--- config.mk ---
export PLATFORM = sky130hd
export DESIGN_NAME = a2d_intf
export DESIGN_NICKNAME = d
export VERILOG_FILES = /design/src/rtl/a2d_pkg.sv /design/src/rtl/a2d_intf_spi_mnrch.sv /design/src/rtl/a2d_intf.sv
export SDC_FILE = /design/constraint.sdc
export NUM_CORES = 1
export LEC_CHECK = 0
export BUFFER_PORTS_ARGS = -buffer_cell sky130_fd_sc_hd__buf_4
export CAP_MARGIN = 20
export CORE_ASPECT_RATIO = 0.7
export CORE_MARGIN = 2
export CORE_UTILIZATION = 50
export DETAILED_ROUTE_END_ITERATION = 10
export GPL_TIMING_DRIVEN = 0
export PLACE_DENSITY = 0.71
export SYNTH_ARGS = -nofsm -noshare
export SYNTH_HDL_FRONTEND = slang
export SYNTH_HIERARCHICAL = 1
export SYNTH_SLANG_ARGS = --single-unit
--- constraint.sdc ---
create_clock -name clk -period 2.9 [get_ports clk]
set_input_delay 0.29 -clock clk [delete_from_list [all_inputs] [get_ports clk]]
set_output_delay 0.29 -clock clk [all_outputs]
set_load 0.05 [all_outputs]
--- src/rtl/a2d_pkg.sv ---
// a2d_pkg: shared state types, round-robin index type and SPI divider constants for a2d_intf
package a2d_pkg;

    typedef enum logic [1:0] {IDLE, CNV, GAP, READ} seq_state_t;
    typedef enum logic [1:0] {SPI_IDLE, SPI_SHIFT, SPI_BACK_PORCH} spi_state_t;
    typedef logic [1:0] rr_idx_t;

    localparam logic [4:0] DIV_SMPL  = 5'b01111;
    localparam logic [4:0] DIV_SHFT  = 5'b11111;
    localparam logic [4:0] DIV_FRONT = 5'b10111;
    localparam logic [4:0] BITS      = 5'd16;

    function automatic logic [15:0] chan_cmd(input logic [2:0] ch);
        return {2'b00, ch, 11'h000};
    endfunction

endpackage

--- src/rtl/a2d_intf_spi_mnrch.sv ---
// spi_mnrch: 16-bit mode-3 SPI monarch, SCLK = clk/32 with a front porch before the first bit
module spi_mnrch
    import a2d_pkg::*;
(
    input  logic        clk,
    input  logic        rst_n,
    input  logic        wrt,
    input  logic [15:0] cmd,
    input  logic        MISO,
    output logic        SS_n,
    output logic        SCLK,
    output logic        MOSI,
    output logic        done,
    output logic [15:0] rd_data
);

    spi_state_t  state_q, state_d;
    logic [4:0]  div_q, div_d;
    logic [4:0]  bit_cnt_q, bit_cnt_d;
    logic [15:0] shft_q, shft_d;
    logic        smpl_q, smpl_d;
    logic        ss_n_q, ss_n_d;
    logic        done_q, done_d;
    logic        shift_now;

    always_comb begin
        // the first SCLK fall after the front porch carries no sampled bit, so it must not shift
        shift_now = state_q == SPI_SHIFT && div_q == DIV_SHFT && bit_cnt_q != 5'd0;
        state_d   = state_q;
        div_d     = div_q;
        bit_cnt_d = bit_cnt_q;
        shft_d    = shft_q;
        smpl_d    = smpl_q;
        ss_n_d    = ss_n_q;
        done_d    = 1'b0;
        case (state_q)
            SPI_IDLE: begin
                if (wrt) begin
                    state_d   = SPI_SHIFT;
                    div_d     = DIV_FRONT;
                    bit_cnt_d = 5'd0;
                    shft_d    = cmd;
                    ss_n_d    = 1'b0;
                end
            end
            SPI_SHIFT: begin
                div_d = div_q + 5'd1;
                if (div_q == DIV_SMPL) begin
                    smpl_d    = MISO;
                    bit_cnt_d = bit_cnt_q + 5'd1;
                end
                if (shift_now)
                    shft_d = {shft_q[14:0], smpl_q};
                if (shift_now && bit_cnt_q == BITS) begin
                    state_d = SPI_BACK_PORCH;
                    div_d   = div_q;
                end
            end
            SPI_BACK_PORCH: begin
                state_d = SPI_IDLE;
                ss_n_d  = 1'b1;
                done_d  = 1'b1;
            end
            default: state_d = SPI_IDLE;
        endcase
    end

    always_ff @(posedge clk or negedge rst_n) begin
        if (!rst_n) begin
            state_q   <= SPI_IDLE;
            div_q     <= DIV_SHFT;
            bit_cnt_q <= 5'd0;
            shft_q    <= 16'h0000;
            smpl_q    <= 1'b0;
            ss_n_q    <= 1'b1;
            done_q    <= 1'b0;
        end else begin
            state_q   <= state_d;
            div_q     <= div_d;
            bit_cnt_q <= bit_cnt_d;
            shft_q    <= shft_d;
            smpl_q    <= smpl_d;
            ss_n_q    <= ss_n_d;
            done_q    <= done_d;
        end
    end

    assign SS_n    = ss_n_q;
    assign SCLK    = div_q[4];
    assign MOSI    = shft_q[15];
    assign done    = done_q;
    assign rd_data = shft_q;

endmodule

--- src/rtl/a2d_intf.sv ---
// a2d_intf: round-robin two-frame conversions over an 8-channel SPI A2D into four holding registers
module a2d_intf
    import a2d_pkg::*;
#(
    parameter logic [2:0] LFT_CH   = 3'd0,
    parameter logic [2:0] RGHT_CH  = 3'd4,
    parameter logic [2:0] STEER_CH = 3'd5,
    parameter logic [2:0] BATT_CH  = 3'd6
) (
    input  logic        clk,
    input  logic        rst_n,
    input  logic        nxt,
    input  logic        MISO,
    output logic        SS_n,
    output logic        SCLK,
    output logic        MOSI,
    output logic [11:0] lft_ld,
    output logic [11:0] rght_ld,
    output logic [11:0] steer_pot,
    output logic [11:0] batt
);

    seq_state_t  state_q, state_d;
    rr_idx_t     idx_q, idx_d;
    logic        wrt_q, wrt_d;
    logic [15:0] cmd_q, cmd_d;
    logic [11:0] lft_ld_q, lft_ld_d, rght_ld_q, rght_ld_d;
    logic [11:0] steer_pot_q, steer_pot_d, batt_q, batt_d;
    logic        done;
    logic [15:0] rd_data;
    logic [2:0]  ch;
    logic        rd_hi_unused;

    spi_mnrch u_spi (
        .clk     (clk),
        .rst_n   (rst_n),
        .wrt     (wrt_q),
        .cmd     (cmd_q),
        .MISO    (MISO),
        .SS_n    (SS_n),
        .SCLK    (SCLK),
        .MOSI    (MOSI),
        .done    (done),
        .rd_data (rd_data)
    );

    assign rd_hi_unused = ^rd_data[15:12];

    always_comb begin
        ch = idx_q == 2'd0 ? LFT_CH : idx_q == 2'd1 ? RGHT_CH : idx_q == 2'd2 ? STEER_CH : BATT_CH;
        state_d     = state_q;
        idx_d       = idx_q;
        wrt_d       = 1'b0;
        cmd_d       = cmd_q;
        lft_ld_d    = lft_ld_q;
        rght_ld_d   = rght_ld_q;
        steer_pot_d = steer_pot_q;
        batt_d      = batt_q;
        case (state_q)
            IDLE: begin
                if (nxt) begin
                    state_d = CNV;
                    wrt_d   = 1'b1;
                    cmd_d   = chan_cmd(ch);
                end
            end
            CNV: state_d = done ? GAP : CNV;
            GAP: begin
                state_d = READ;
                wrt_d   = 1'b1;
                cmd_d   = 16'h0000;
            end
            READ: begin
                if (done) begin
                    state_d     = IDLE;
                    idx_d       = idx_q + 2'd1;
                    lft_ld_d    = idx_q == 2'd0 ? rd_data[11:0] : lft_ld_q;
                    rght_ld_d   = idx_q == 2'd1 ? rd_data[11:0] : rght_ld_q;
                    steer_pot_d = idx_q == 2'd2 ? rd_data[11:0] : steer_pot_q;
                    batt_d      = idx_q == 2'd3 ? rd_data[11:0] : batt_q;
                end
            end
            default: state_d = IDLE;
        endcase
    end

    always_ff @(posedge clk or negedge rst_n) begin
        if (!rst_n) begin
            state_q     <= IDLE;
            idx_q       <= 2'd0;
            wrt_q       <= 1'b0;
            cmd_q       <= 16'h0000;
            lft_ld_q    <= 12'h000;
            rght_ld_q   <= 12'h000;
            steer_pot_q <= 12'h000;
            batt_q      <= 12'h000;
        end else begin
            state_q     <= state_d;
            idx_q       <= idx_d;
            wrt_q       <= wrt_d;
            cmd_q       <= cmd_d;
            lft_ld_q    <= lft_ld_d;
            rght_ld_q   <= rght_ld_d;
            steer_pot_q <= steer_pot_d;
            batt_q      <= batt_d;
        end
    end

    assign lft_ld    = lft_ld_q;
    assign rght_ld   = rght_ld_q;
    assign steer_pot = steer_pot_q;
    assign batt      = batt_q;

endmodule
==> results of run 1 <==
metrics by stage:
step           instances  setup slack (ns)  total power, mW  hold WS (ns)
4_1_cts              455             0.911             3.13         0.153
2_1_floorplan        288              1.10             2.03      -0.00559
6_report             457             0.914             3.10         0.173
5_1_grt              457             0.770             3.29         0.159
3_5_place_dp         440             0.936             2.22         0.483
3_3_place_gp         440             0.968             2.18         0.472
sequential cells by signal, indices dropped and copies added, names as in the netlist, 2 cells and up, named ones only:
register	flops
batt	12
cmd_q	3
idx_q	2
lft_ld	12
rght_ld	12
steer_pot	12
u_spi/bit_cnt_q	5
u_spi/div_q	5
u_spi/rd_data	16
u_spi/state_q	2
routing by layer:
layer  up-vias  global-route usage, %
li1       1137                      -
met4         0                   4.29
met1      1184                   25.8
met5         -                      0
met3         5                   6.16
met2        57                   29.9
report_power, final:
part | internal [mW] | switching (mW)
sequential | 1.41 | 0.227
combinational | 0.275 | 0.286
clock | 0.486 | 0.420
total | 2.17 | 0.933
timing repair:
action                    CTS  global route
buffers inserted            0             0
hold endpoints to repair    0            39
hold buffers                0             1
area by class of cell:
type | instances | area (sq um) | area share (%)
Buffer | 14 | 100 | 2.20
Clock buffer | 9 | 124 | 2.72
Clock inverter | 6 | 93.8 | 2.06
Inverter | 6 | 22.5 | 0.494
Multi-Input combinational cell | 181 | 1470 | 32.2
Sequential cell | 87 | 2180 | 47.9
Tap cell | 98 | 123 | 2.69
Timing Repair Buffer | 56 | 443 | 9.71
critical path, cell delays in order (launching register included):
cell and delay (ns):
dfstp_2 0.57, ha_1 0.18, and3_1 0.21, ha_1 0.15
and3b_1 0.15, clkbuf_1 0.24, nand4_1 0.16, nand3_1 0.10
o21ai_0 0.10
path summary, 6_finish.rpt:
| path | to | cells past startpoint |
|---|---|---|
| setup / recovery | u_spi/bit_cnt_q[3]$_DFFE_PN0P_ | 8 |
| hold / removal | u_spi/smpl_q$_DFFE_PN0P_ | 2 |
| setup reg to reg | u_spi/bit_cnt_q[3]$_DFFE_PN0P_ | 8 |
| hold reg to reg | u_spi/div_q[3]$_DFFE_PN1P_ | 2 |
| max in group asynchronous | u_spi/div_q[2]$_DFFE_PN1P_ | 3 |
| min in group asynchronous | steer_pot[9]$_DFFE_PN0P_ | 2 |
==> results.yml, run 1 <==
placed_design:
  hpwl_microns: 4860
  placed_cell_area_sq_um: 4300
  port_buffers: 54
  place_congestion: 0.761
power_and_ir_drop:
  peakVddDrop_v: 0.000405
  cellPowerDensity_nw_per_um2: 680
  leakagePower_nw: 2.28
setup_path:
  regToRegSetupSlack_ns: 0.91
  critPathKind: "reg -> reg"
  crit-reg2reg-launch: "u_spi/div_q[0]$_DFFE_PN1P_"
  cp-end-kind: "flop"
  startpoint: "u_spi/div_q[0]$_DFFE_PN1P_"
  arrival_ns: 2.20
  cp-start-kind: "flop"
  worstPathRequired_ns: 3.12
  cp_max_fo: 7
routing:
  post_drt_wl_per_cell_microns: 15.7
  drt_iter0_markers: 93
  drtAntennaViolNets: 0
  wl_met2_microns: 3370
  totalWireLength_microns: 7150
  drt-met1-wl_microns: 3340
  top_layer: "met4"
  remaining_drc_errors: 0
  wl_met3_microns: 394
  dr.pass1.iters: 4
  num_vias: 2383
  viasPerCell: 5.21
clocking:
  insertion_delay_ns: 0.35
  cts_resized: 0
  cts_root_buf: "clkbuf_8"
  cts_tree: "yes"
  clock_sinks: 87
  clkTransAtPathRegs_ns: 0.08
  h-tree-depth: 3
  cts_max_path_buffers: 2
  numCtsBuffers: 9
layout:
  layout_common_cells: "dfrtp_1, buf_4, mux2_2"
  drive_above_1_share_pct: 44.6
  final_common_cell: "dfrtp_1"
  nNetsFinal: 368
  fin_util_pct: 62.8
  n_antenna_cell: 0
  areaGrowthSynthToFinish_pct: 22.2
  stdcell_area_sq_um: 4560
  nFillCells: 568
yosys:
  synthCells: 276
  synth_area_per_cell_sq_um: 13.5
  synth_area_sq_um: 3730
  yosysWarnings: 6
run:
  cap_viol_max_count: 0
global_route:
  antenna_found_initial: 0
  grt_usage_pct: 19.0
  grt_pass1_wl_microns: 12000
  overflow: 0
  grt_max_degree: 88
  grt_pass1_vias: 2376
sta:
  hold_viol_final: 0
  fin_skew_ns: 0.0125
  fin_crit_sh_pct: 68.5
  fin_setup_tns_ns: 0
  tightestPinTransition_ns: 0.514
  drv_slew: 0
  setup_violations: 0
  relSlewSlack_pct: 65.8
  period_needed_ns: 1.99
  rsz0062_at_grt: "false"
  fmaxAchievable_mhz: 503
worst_hold_path:
  worstHoldStart: "MISO"
  hold_path.class: "in -> reg"
floorplan:
  fp.dieArea_sq_um: 8180
  rows: 26
  io_pins: 55
  core_area_sq_um: 7250
  die_w_microns: 107
  start_util_pct: 51.4
  die_h_microns: 76.3
status:
  status: "complete, no violations"
Power figures use the tool's default switching activity.
==> run 2, diff against run 1 <==
ABC_AREA = 1   (was unset)
PLACE_DENSITY = 0.74   (was 0.71)
clock period = 1.75 ns   (was 2.9 ns; I/O delays follow)
==> run 2 against run 1 <==
  * The flow now finishes with violations (negative setup slack)
  * Flip-flop and latch count unchanged
  * Worst setup slack got worse by 1.0 ns
  * Sequential share of layout area decreased by 4.0 points
  * Synthesized cell count increased by 72%
  * Worst hold slack got worse by 0.15 ns
  * Clock skew increased by 0.0014 ns
  * First-iteration DRC count increased by 120%
==> results.yml, run 2 <==
setup_path:
  critPathBufInv: 3
  cp-start-kind: "flop"
  critPathKind: "reg -> reg"
  cp-end-kind: "flop"
  worstPathRequired_ns: 2.00
  critPathSlowestCell: "dfstp_2"
  critPathMaxStageDelay_ns: 0.56
  crit_chain: "ha_4 > inv_2 > nor3_4 > ha_2 > inv_2 > nor2_4 > nand2_2 > nand2_4 > nand2_4 > buf_12 > nand2_1 > nand2_1"
  arrival_ns: 2.09
  cp_max_fo: 5
  critPathTopFamily: "simple AND/OR/NAND/NOR gates"
status:
  failed_checks: "negative setup slack"
  status: "complete, but fails checks"
sta:
  fin_crit_sh_pct: 105
  fin_ws_ns: -0.0924
  period_needed_ns: 1.84
  fmaxAchievable_mhz: 543
  setup_violations: 17
  fin_skew_ns: 0.0139
  drv_slew: 0
  fin_setup_tns_ns: -1.21
  hold_viol_final: 0
  rsz0062_at_grt: "true"
layout:
  fin_util_pct: 64.3
  largest_reg_flops: 16
  n_antenna_cell: 0
  drive_above_1_share_pct: 23.3
  ff_latch_area_sq_um: 2180
  final_common_cell: "nand2_1"
  nNetsFinal: 579
  stdcell_area_sq_um: 4980
  layout_common_cells: "nand2_1, dfrtp_1, buf_4"
  multiInputGateArea_sq_um: 1710
  areaGrowthSynthToFinish_pct: 26.5
  nFillCells: 642
global_route:
  overflow: 0
  grt_usage_pct: 23.5
  grt_pass1_wl_microns: 15400
  grt_pass1_vias: 3121
  antenna_found_initial: 0
  grt_max_degree: 88
clocking:
  h-tree-depth: 3
  numCtsBuffers: 9
  cts_max_path_buffers: 2
  clkTransAtPathRegs_ns: 0.09
  insertion_delay_ns: 0.36
  clock_sinks: 87
  cts_tree: "yes"
  cts_root_buf: "clkbuf_8"
power_and_ir_drop:
  cellPowerDensity_nw_per_um2: 1050
  peakVddDrop_v: 0.000663
  leakagePower_nw: 2.82
routing:
  totalWireLength_microns: 9520
  post_drt_wl_per_cell_microns: 14.2
  viasPerCell: 5.10
  remaining_drc_errors: 0
  drt_iter0_markers: 206
  drtAntennaViolNets: 0
  num_vias: 3428
  dr.pass1.iters: 7
floorplan:
  io_pins: 55
  core_area_sq_um: 7740
  die_w_microns: 110
  rows: 27
  fp.dieArea_sq_um: 8600
  start_util_pct: 50.8
  die_h_microns: 78.2
placed_design:
  hpwl_microns: 6320
  place_congestion: 0.816
  port_buffers: 54
  placed_cell_area_sq_um: 4540
yosys:
  synth_area_per_cell_sq_um: 8.26
  yosysWarnings: 6
  synthCells: 476
  synth_area_sq_um: 3930
run:
  cap_viol_max_count: 0
worst_hold_path:
  hold_path.class: "in -> reg"
-- run 2: tightest hold or removal path, stage by stage --
cell	delay [ns]
buf_4	0.07
nand2_1	0.04
nand2_1	0.05
-- run 2: repair_timing --
item                       CTS  global route
pin swaps                    2             3
gates resized for setup     11            20
setup buffers                8             2
gates cloned                 1             0
hold endpoints to repair     0            23
setup endpoints to repair   21            26
hold buffers                 0             1
-- run 2: power breakdown --
part	internal, mW	switching, mW
registers	2.29	0.444
clock network	0.721	0.757
logic	0.431	0.589
total	3.45	1.79
-- run 2: area by class of cell --
type	count	share of cell area (%)
clock inverter	6	1.51
multi-input combinational	360	34.3
tap	101	2.54
sequential	87	43.9
timing repair buffer	67	10.9
buffer	20	2.49
inverter	21	1.58
clock buffer	10	2.77
-- run 2: final timing paths --
check	from	endpoint	slack (ns)	cells past startpoint
min reg2reg	u_spi/rd_data[12]$_DFFE_PN0P_	u_spi/rd_data[12]$_DFFE_PN0P_	0.48	2
min	MISO	u_spi/smpl_q$_DFFE_PN0P_	0.02	3
max reg2reg	u_spi/div_q[0]$_DFFE_PN1P_	u_spi/rd_data[6]$_DFFE_PN0P_	-0.09	12
min in group asynchronous	rst_n	steer_pot[1]$_DFFE_PN0P_	0.27	2
max	u_spi/div_q[0]$_DFFE_PN1P_	u_spi/rd_data[6]$_DFFE_PN0P_	-0.09	12
max in group asynchronous	rst_n	batt[11]$_DFFE_PN0P_	0.85	3
-- run 2: metal layers --
metal | share of wire [%] | track usage [%]
met2 | 46 | 35.1
met1 | 45 | 34.3
met3 | 7.6 | 6.48
met5 | 0 | 0
met4 | 0.87 | 4.94
-- run 2: stage by stage --
step,instances,hold WS [ns],worst slack (ns),total power [mW]
4_1_cts,668,0.00740,-0.0609,5.14
3_5_place_dp,643,0.385,-0.271,3.57
5_1_grt,672,0.0238,-0.174,5.52
2_1_floorplan,488,-0.121,-0.0623,3.20
6_report,672,0.0194,-0.0924,5.23
3_3_place_gp,643,0.381,-0.234,3.54
==> run 3, diff against run 2 <==
RECOVER_POWER = 50   (was unset)
SLEW_MARGIN = 20   (was unset)
==> run 3 against run 2 <==
  * Combinational power barely moved
  * Critical path type unchanged
  * Sequential share of layout area is 0.31 points higher
  * Non-clock buffer count shrank 1
  * The flow still finishes with violations (negative setup slack)
  * Highest routed layer unchanged
  * Largest power group unchanged
  * Worst hold slack is essentially flat
  * Clock-buffer cell count unchanged
==> results.yml, run 3 (synthesis gave the netlist of run 2 again) <==
status:
  status: "complete, but fails checks"
  failed_checks: "negative setup slack"
layout:
  stdcell_area_sq_um: 4940
  final_common_cell: "nand2_1"
  fin_util_pct: 63.9
  areaGrowthSynthToFinish_pct: 25.6
  nNetsFinal: 578
  layout_common_cells: "nand2_1, dfrtp_1, buf_4"
  n_antenna_cell: 0
  drive_above_1_share_pct: 22.8
  largest_reg_flops: 16
clocking:
  numCtsBuffers: 9
  cts_max_path_buffers: 2
  clkTransAtPathRegs_ns: 0.09
  h-tree-depth: 3
  clock_sinks: 87
  insertion_delay_ns: 0.36
  cts_root_buf: "clkbuf_8"
  cts_tree: "yes"
sta:
  fin_hold_ws_ns: 0.0196
  period_needed_ns: 1.84
  fin_ws_ns: -0.0853
  fmaxAchievable_mhz: 545
  fin_crit_sh_pct: 105
  hold_viol_final: 0
  setup_violations: 17
  drv_slew: 0
  rsz0062_at_grt: "true"
  relSlewSlack_pct: 21.4
  tightestPinTransition_ns: 1.18
  fin_skew_ns: 0.0132
run:
  cap_viol_max_count: 0
power_and_ir_drop:
  total_power_mw: 5.23
  leakagePower_nw: 2.80
  peakVddDrop_v: 0.000662
  cellPowerDensity_nw_per_um2: 1060
setup_path:
  critPathTopFamily: "simple AND/OR/NAND/NOR gates"
  arrival_ns: 2.09
  critPathKind: "reg -> reg"
  critPathBufInv: 3
  critPathMaxStageDelay_ns: 0.56
  crit_chain: "ha_4 > inv_2 > nor3_4 > ha_2 > inv_2 > nor2_4 > nand2_2 > nand2_4 > nand2_4 > buf_12 > nand2_1 > nand2_1"
  worstPathRequired_ns: 2.00
  critPathSlowestCell: "dfstp_2"
  crit-reg2reg-launch: "u_spi/div_q[0]$_DFFE_PN1P_"
  cp-start-kind: "flop"
  startpoint: "u_spi/div_q[0]$_DFFE_PN1P_"
  cp-end-kind: "flop"
  cp_max_fo: 5
routing:
  totalWireLength_microns: 9580
  remaining_drc_errors: 0
  drtAntennaViolNets: 0
  num_vias: 3420
  wl_met3_microns: 744
  top_layer: "met4"
  drt_iter0_markers: 188
  wl_met2_microns: 4420
  drt-met1-wl_microns: 4360
  post_drt_wl_per_cell_microns: 14.3
  dr.pass1.iters: 5
  viasPerCell: 5.10
worst_hold_path:
  hold_path.class: "in -> reg"
  worstHoldStart: "MISO"
placed_design:
  port_buffers: 54
  place_congestion: 0.816
  hpwl_microns: 6320
  placed_cell_area_sq_um: 4540
floorplan:
  start_util_pct: 50.8
  io_pins: 55
  die_w_microns: 110
  rows: 27
  fp.dieArea_sq_um: 8600
  core_area_sq_um: 7740
  die_h_microns: 78.2
global_route:
  grt_max_degree: 88
  antenna_found_initial: 0
  grt_usage_pct: 23.5
  overflow: 0
  grt_pass1_wl_microns: 15400
  grt_pass1_vias: 3121
-- run 3: final timing paths --
check	slack [ns]	endpoint	cells after the start
setup / recovery	-0.09	u_spi/rd_data[6]$_DFFE_PN0P_	12
hold / removal	0.02	u_spi/smpl_q$_DFFE_PN0P_	3
setup reg to reg	-0.09	u_spi/rd_data[6]$_DFFE_PN0P_	12
hold reg to reg	0.48	u_spi/rd_data[12]$_DFFE_PN0P_	2
max in group asynchronous	0.39	u_spi/rd_data[9]$_DFFE_PN0P_	2
min in group asynchronous	0.60	idx_q[0]$_DFFE_PN0P_	2
-- run 3: where the power goes --
group | internal, mW | switching [mW]
Sequential | 2.29 | 0.452
Combinational | 0.423 | 0.585
Clock | 0.721 | 0.757
-- run 3: metal layers --
layer / up-vias / GRT usage (%)
met3: 8 / 6.48
met5: - / 0
met2: 99 / 35.1
met4: 0 / 4.94
li1: 1676 / -
met1: 1637 / 34.3
-- run 3: worst reg2reg max path, delay by kind of cell (launching register included) --
family	cells	cell delay, ns
AND/OR/NAND/NOR	7	0.60
adder cells (fa/ha/maj)	2	0.34
buffers and inverters	3	0.24
flip-flops	1	0.56
-- run 3: final cells by class --
| cell class | instances | area [sq um] |
|---|---|---|
| fillers | 642 | 2800 |
| repair buffers | 66 | 507 |
| clock buffers | 10 | 138 |
| multi-input cells | 360 | 1710 |
| flip-flops and latches | 87 | 2180 |
| clock inverters | 6 | 75.1 |
| inverters | 21 | 78.8 |
| well taps | 101 | 126 |
| plain buffers | 20 | 124 |
-- run 3: what timing repair did --
item,CTS,global route
cloned,1,0
hold endpoints to repair,0,81
resized for setup,11,20
pin swaps,2,3
hold buffers,0,1
setup endpoints to repair,21,26
buffers inserted,8,2
-- run 3: per-stage QoR --
stage | TNS (ns) | setup slack [ns] | std cells
2_1_floorplan | -0.617 | -0.0623 | 488
3_3_place_gp | -3.11 | -0.234 | 643
3_5_place_dp | -3.66 | -0.271 | 643
4_1_cts | -0.841 | -0.0609 | 668
5_1_grt | -3.30 | -0.174 | 671
6_report | -1.18 | -0.0853 | 671
